File: src/rtl/nonce_dispatcher.sv
// -----------------------------------------------------------------------------
// nonce_dispatcher
// Job-level sequencer placed in front of the miner core control unit. It accepts
// a job (inclusive nonce range plus a hash target) and issues one hash_enable
// pulse per nonce. After each pulse it waits for the core's finished strobe and
// compares the returned hash against the target. It stops on a winning nonce,
// an exhausted range, an abort or a core timeout, and then reports exactly one
// result per job over a valid/ready handshake.
//
// Ports
//   clk              system clock, rising edge
//   n_rst            asynchronous reset, ACTIVE-HIGH despite the name
//   job_valid        new job offered
//   job_ready        job accepted when high (IDLE only)
//   job_nonce_start  first nonce to try
//   job_nonce_end    last nonce to try (inclusive)
//   job_target       winning hash must be strictly below this value
//   abort            terminate the current job
//   hash_enable      one-cycle start pulse to the miner core
//   nonce_out        nonce under test, stable from hash_enable until CHECK
//   finished         core done strobe
//   hash_in          core result, valid while finished=1
//   result_valid     result available (DONE)
//   result_ready     consumer accepts the result
//   result_found     a winning nonce was found
//   result_nonce     winning nonce, else the last nonce tried
//   result_status    00 ok/exhausted, 01 aborted, 10 timeout
//   busy             high in every state except IDLE
// -----------------------------------------------------------------------------
module nonce_dispatcher #(
   parameter int NONCE_W     = 32,
   parameter int HASH_W      = 256,
   parameter int TIMEOUT_CYC = 255
) (
   input  logic               clk,
   input  logic               n_rst,
   input  logic               job_valid,
   output logic               job_ready,
   input  logic [NONCE_W-1:0] job_nonce_start,
   input  logic [NONCE_W-1:0] job_nonce_end,
   input  logic [HASH_W-1:0]  job_target,
   input  logic               abort,
   output logic               hash_enable,
   output logic [NONCE_W-1:0] nonce_out,
   input  logic               finished,
   input  logic [HASH_W-1:0]  hash_in,
   output logic               result_valid,
   input  logic               result_ready,
   output logic               result_found,
   output logic [NONCE_W-1:0] result_nonce,
   output logic [1:0]         result_status,
   output logic               busy
);

   localparam int               TMR_W       = $clog2(TIMEOUT_CYC + 1);
   localparam logic [TMR_W-1:0] TIMEOUT_VAL = TMR_W'(TIMEOUT_CYC);

   localparam logic [1:0] STAT_OK      = 2'b00;
   localparam logic [1:0] STAT_ABORT   = 2'b01;
   localparam logic [1:0] STAT_TIMEOUT = 2'b10;

   typedef enum logic [2:0] {
      S_IDLE,
      S_START,
      S_WAIT,
      S_CHECK,
      S_DRAIN,
      S_DONE
   } state_t;

   state_t             state_q, state_d;
   logic [NONCE_W-1:0] cur_q, cur_d;
   logic [NONCE_W-1:0] end_q, end_d;
   logic [HASH_W-1:0]  target_q, target_d;
   logic [HASH_W-1:0]  hash_q, hash_d;
   logic [TMR_W-1:0]   timer_q, timer_d;
   logic               found_q, found_d;
   logic [NONCE_W-1:0] res_nonce_q, res_nonce_d;
   logic [1:0]         status_q, status_d;

   // timer_q counts the WAIT/DRAIN cycles already spent for the current pulse,
   // so the job gives up after TIMEOUT_CYC cycles without finished; a finished
   // arriving on the last allowed cycle is still honoured.
   logic [TMR_W-1:0] timer_inc;
   logic             timeout;

   always_comb begin
      state_d     = state_q;
      cur_d       = cur_q;
      end_d       = end_q;
      target_d    = target_q;
      hash_d      = hash_q;
      timer_d     = timer_q;
      found_d     = found_q;
      res_nonce_d = res_nonce_q;
      status_d    = status_q;

      timer_inc = timer_q + 1'b1;
      timeout   = (timer_inc == TIMEOUT_VAL);

      case (state_q)
         S_IDLE: begin
            if (job_valid) begin
               cur_d    = job_nonce_start;
               end_d    = job_nonce_end;
               target_d = job_target;
               if (job_nonce_start > job_nonce_end) begin
                  // Empty range: report immediately without touching the core.
                  state_d     = S_DONE;
                  found_d     = 1'b0;
                  status_d    = STAT_OK;
                  res_nonce_d = job_nonce_start;
               end else begin
                  state_d = S_START;
               end
            end
         end

         S_START: begin
            timer_d = '0;
            if (abort) begin
               state_d     = S_DONE;
               found_d     = 1'b0;
               status_d    = STAT_ABORT;
               res_nonce_d = cur_q;
            end else begin
               state_d = S_WAIT;
            end
         end

         S_WAIT: begin
            timer_d = timer_inc;
            if (abort) begin
               found_d     = 1'b0;
               status_d    = STAT_ABORT;
               res_nonce_d = cur_q;
               // If the core is already done (or given up on) this cycle there
               // is nothing left to drain; otherwise wait for it to go idle.
               state_d = (finished || timeout) ? S_DONE : S_DRAIN;
            end else if (finished) begin
               hash_d  = hash_in;
               state_d = S_CHECK;
            end else if (timeout) begin
               state_d     = S_DONE;
               found_d     = 1'b0;
               status_d    = STAT_TIMEOUT;
               res_nonce_d = cur_q;
            end
         end

         S_CHECK: begin
            if (abort) begin
               state_d     = S_DONE;
               found_d     = 1'b0;
               status_d    = STAT_ABORT;
               res_nonce_d = cur_q;
            end else if (hash_q < target_q) begin
               state_d     = S_DONE;
               found_d     = 1'b1;
               status_d    = STAT_OK;
               res_nonce_d = cur_q;
            end else if (cur_q == end_q) begin
               // Tested before the increment so an all-ones end never wraps.
               state_d     = S_DONE;
               found_d     = 1'b0;
               status_d    = STAT_OK;
               res_nonce_d = cur_q;
            end else begin
               cur_d   = cur_q + 1'b1;
               state_d = S_START;
            end
         end

         S_DRAIN: begin
            // Result fields were set on entry; the hash is discarded.
            timer_d = timer_inc;
            if (finished || timeout) begin
               state_d = S_DONE;
            end
         end

         S_DONE: begin
            if (result_ready) begin
               state_d = S_IDLE;
            end
         end

         default: begin
            state_d = S_IDLE;
         end
      endcase
   end

   always_ff @(posedge clk or posedge n_rst) begin
      if (n_rst) begin
         state_q     <= S_IDLE;
         cur_q       <= '0;
         end_q       <= '0;
         target_q    <= '0;
         hash_q      <= '0;
         timer_q     <= '0;
         found_q     <= 1'b0;
         res_nonce_q <= '0;
         status_q    <= STAT_OK;
      end else begin
         state_q     <= state_d;
         cur_q       <= cur_d;
         end_q       <= end_d;
         target_q    <= target_d;
         hash_q      <= hash_d;
         timer_q     <= timer_d;
         found_q     <= found_d;
         res_nonce_q <= res_nonce_d;
         status_q    <= status_d;
      end
   end

   assign job_ready     = (state_q == S_IDLE);
   assign busy          = (state_q != S_IDLE);
   assign hash_enable   = (state_q == S_START);
   assign nonce_out     = cur_q;
   assign result_valid  = (state_q == S_DONE);
   assign result_found  = found_q;
   assign result_nonce  = res_nonce_q;
   assign result_status = status_q;

endmodule
File: config.mk
export PLATFORM = sky130hd
export DESIGN_NAME = nonce_dispatcher
export DESIGN_NICKNAME = d
export VERILOG_FILES = /design/src/rtl/nonce_dispatcher.sv
export SDC_FILE = /design/constraint.sdc
export NUM_CORES = 2
export LEC_CHECK = 0
export ABC_AREA = 0
export BUFFER_PORTS_ARGS = -buffer_cell sky130_fd_sc_hd__buf_4
export CORE_MARGIN = 3
export CORE_UTILIZATION = 45
export CTS_CLUSTER_SIZE = 25
export DETAILED_ROUTE_END_ITERATION = 7
export PLACE_DENSITY = 0.79
export SKIP_CTS_REPAIR_TIMING = 1
export SLEW_MARGIN = 10
export SYNTH_ARGS = -nofsm -noshare
export SYNTH_HDL_FRONTEND = slang
export SYNTH_SLANG_ARGS = --single-unit
File: constraint.sdc
create_clock -name clk -period 57.1 [get_ports clk]
set_clock_uncertainty 0.05 [all_clocks]
set_input_delay 5.71 -clock clk [delete_from_list [all_inputs] [get_ports clk]]
set_output_delay 5.71 -clock clk [all_outputs]
set_load 0.02 [all_outputs]
==> results.cfg <==
[layout]
layout.nets = 4513
area_growth_pct = 26.2
fin_area_um2 = 39800
drive_gt1_share_pct = 30.6

[cts]
clock_latency_ps = 610
cts-buffers-inserted = 70
htree_num_levels = 3
cts_tree = done
clockBufferDepth = 3
clock_sinks = 622
root_buffer = clkbuf_16
clkTransAtPathRegs_ps = 70

[place]
port_buffers = 652
dp_worst_setup_slack_ps = 47840
place_congestion = 0.933
postPlaceCellArea_um2 = 37300
hpwlAfterDp_um = 68400

[critical_path]
critPathCaptureType = flop
crit_end = hash_q[165]$_DFFE_PP0P_
cp_slowest_stage_delay_ps = 950
critPathArrivalTime_ps = 9000
crit_top_cell = buf_4
path_class = input port to flop
r2r_setup_slack_ps = 51860
required_ps = 57520
path_buf_inv = 3
startpoint_type = input port
startpoint = abort
critPathMaxFanout = 79
path_depth = 7
reg2reg_depth = 11
worstPathCellList = buf_4, nor2b_1, nor3b_1, nand2_4, buf_4, buf_4, mux2_2
crit-reg2reg-launch = hash_q[191]$_DFFE_PP0P_
worstReg2RegEnd = result_nonce[15]$_DFFE_PP0P_
crit_family = buffers and inverters
cpMaxStageDelayCell = buf_4

[sta]
slew_violations = 0
hold_viol_final = 0
max_freq_ghz = 0.117
worst_slack_ps = 48520
fin_crit_ps = 8580
tightest_slew_ps = 1160
min_period_over_period_pct = 15.0
finalSetupViolCount = 0
relSlewSlack_pct = 22.4
rsz0062_at_grt = no
finalSetupTns_ps = 0

[logic_synthesis]
synth.most_common_cell = dfrtp_1
syn_area_um2 = 31600
synth_area_per_cell_um2 = 10.4
synth-seq-area-share_pct = 49.3
yosys-top-cells-count = 622 x dfrtp_1, 416 x nand2_1, 348 x o21ai_0
yosys_register_bits = 622
synth_edf_count = 0
yosys.area.top_type = dfrtp_1
synth_cells = 3026
synth_top_area_share_pct = 49.3
yosysUniqueCellTypes = 70
synth_warnings = 0
async_flop_share_pct = 100
synth_nets = 3898
synth_flop_cell = dfrtp_1
synthTopCellsByArea = dfrtp_1 49%, ha_1 12%, mux2_2 11%

[power_and_ir_drop]
pwr-share-clk_pct = 22.8
comb_power_share_pct = 40.7
seq_power_share_pct = 36.5
ir_drop_v = 0.0000338
powerDensity_nw_per_um2 = 52.5
p_leak_nw = 19.7
intPower_mw = 1.31
p_switching_mw = 0.778
switching_share_pct = 37.2

[floorplanning]
core_um2 = 69100
die_w_um = 271
rows = 96
pin_count = 653
initial_core_util_pct = 45.7
die_y_um = 271
die-area_um2 = 73300

[routing]
drt-initial-drc-count = 1708
ant_nets = 0
vias_per_cell = 5.35
drt_first_pass_iters = 5
vias = 24900
drc_errors = 0
wl_per_cell_um = 19.8
routed_wl_um = 92100

[global_routing]
grt_pass1_wl_um = 141000
grt_max_degree = 234
grt_usage_pct = 24.5
grt.overflow.total = 0
grt_pass1_vias = 25800
antenna_found_initial = 26

[hold_path]
hold_class = flop to flop

[outcome]
status = completed

[job]
drv.max_cap_violation_count = 0
power by group through the flow:
stage / combinational, mW / sequential, mW / clock [mW]
finish: 0.852 / 0.763 / 0.476
global route: 0.964 / 0.784 / 0.501
CTS: 0.855 / 0.761 / 0.484
detailed placement: 0.843 / 0.767 / 0
global placement: 0.807 / 0.758 / 0
floorplan: 0.578 / 0.758 / 0
metrics by stage:
stage / utilization [%] / power, mW / std cells / hold slack [ps]
6_report: 57.6 / 2.09 / 4649 / 446
5_1_grt: 57.6 / 2.25 / 4643 / 461
4_1_cts: 57.6 / 2.10 / 4626 / 445
3_5_place_dp: 54.0 / 1.61 / 4500 / 430
3_3_place_gp: 54.0 / 1.57 / 4500 / 422
2_1_floorplan: - / 1.34 / 3026 / 397
worst min-delay path: cells and delay by family, from the launching register on:
kind | cells | cell delay (ps)
DFF | 1 | 350
and+or+nand+nor | 2 | 110
kinds of logic (layout without fill, tap and decap cells):
family / Yosys count / after routing / share of synthesized area, %
AND/OR/NAND/NOR: 701 / 701 / 10.1
AO/OA/AOI/OAI: 622 / 622 / 11.3
flip-flops: 622 / 622 / 49.3
buffers and inverters: 432 / 1101 / 5.23
multiplexers: 321 / 321 / 11.5
adder cells (fa/ha/maj): 291 / 291 / 11.5
XOR/XNOR: 37 / 37 / 1.03
other: 0 / 23 / 0
how the worst min path moves through the flow:
stage,from,to,depth (start not counted)
4_1_cts,target_q[0]$_DFFE_PP0P_,target_q[0]$_DFFE_PP0P_,2
6_report,target_q[0]$_DFFE_PP0P_,target_q[0]$_DFFE_PP0P_,2
2_1_floorplan,target_q[0]$_DFFE_PP0P_,target_q[0]$_DFFE_PP0P_,2
5_1_grt,result_nonce[13]$_DFFE_PP0P_,result_nonce[13]$_DFFE_PP0P_,1
3_5_place_dp,target_q[0]$_DFFE_PP0P_,target_q[0]$_DFFE_PP0P_,2
3_3_place_gp,target_q[0]$_DFFE_PP0P_,target_q[0]$_DFFE_PP0P_,2
metal layers:
metal | wire [µm] | up-vias | global-route usage [%]
met5 | 69 | - | 0
met4 | 5250 | 8 | 13.9
met3 | 7300 | 271 | 6.98
met2 | 44500 | 905 | 40.6
met1 | 34900 | 11900 | 28.6
li1 | - | 11800 | -
cell usage in the layout (no fill, tap or decap), drive strengths merged, types with 4 or more instances in the layout:
master / count
a211oi: 8
a21boi: 4
a21o: 25
a21oi: 129
a221oi: 9
a22oi: 11
a31oi: 6
a32o: 9
and3: 8
and4: 13
buf: 670
bufinv: 8
clkbuf: 93
clkinv: 17
clkinvlp: 4
dfrtp: 622
diode: 23
ha: 290
inv: 309
mux2: 320
nand2: 416
nand2b: 8
nand3: 46
nand4: 60
nor2: 57
nor2b: 7
nor3: 34
nor4: 20
o211ai: 6
o21a: 8
o21ai: 351
o221ai: 4
o22ai: 11
o31ai: 10
o32a: 6
or3: 5
or4: 13
xnor2: 26
xor2: 11
flip-flops by register name, indices dropped and copies added (netlist names):
register,count
end_q,32
hash_q,256
nonce_out,32
result_found,1
result_nonce,32
result_status,2
state_q,3
target_q,256
timer_q,8
cell type report:
| class | count | area, µm² |
|---|---|---|
| clock buffer | 93 | 2000 |
| fill | 5681 | 29300 |
| multi-input combinational | 1972 | 14400 |
| clock inverter | 33 | 439 |
| inverter | 305 | 1150 |
| timing repair buffer | 670 | 5050 |
| antenna | 23 | 57.6 |
| sequential | 622 | 15600 |
| tap | 931 | 1160 |
Power figures use the tool's default switching activity.
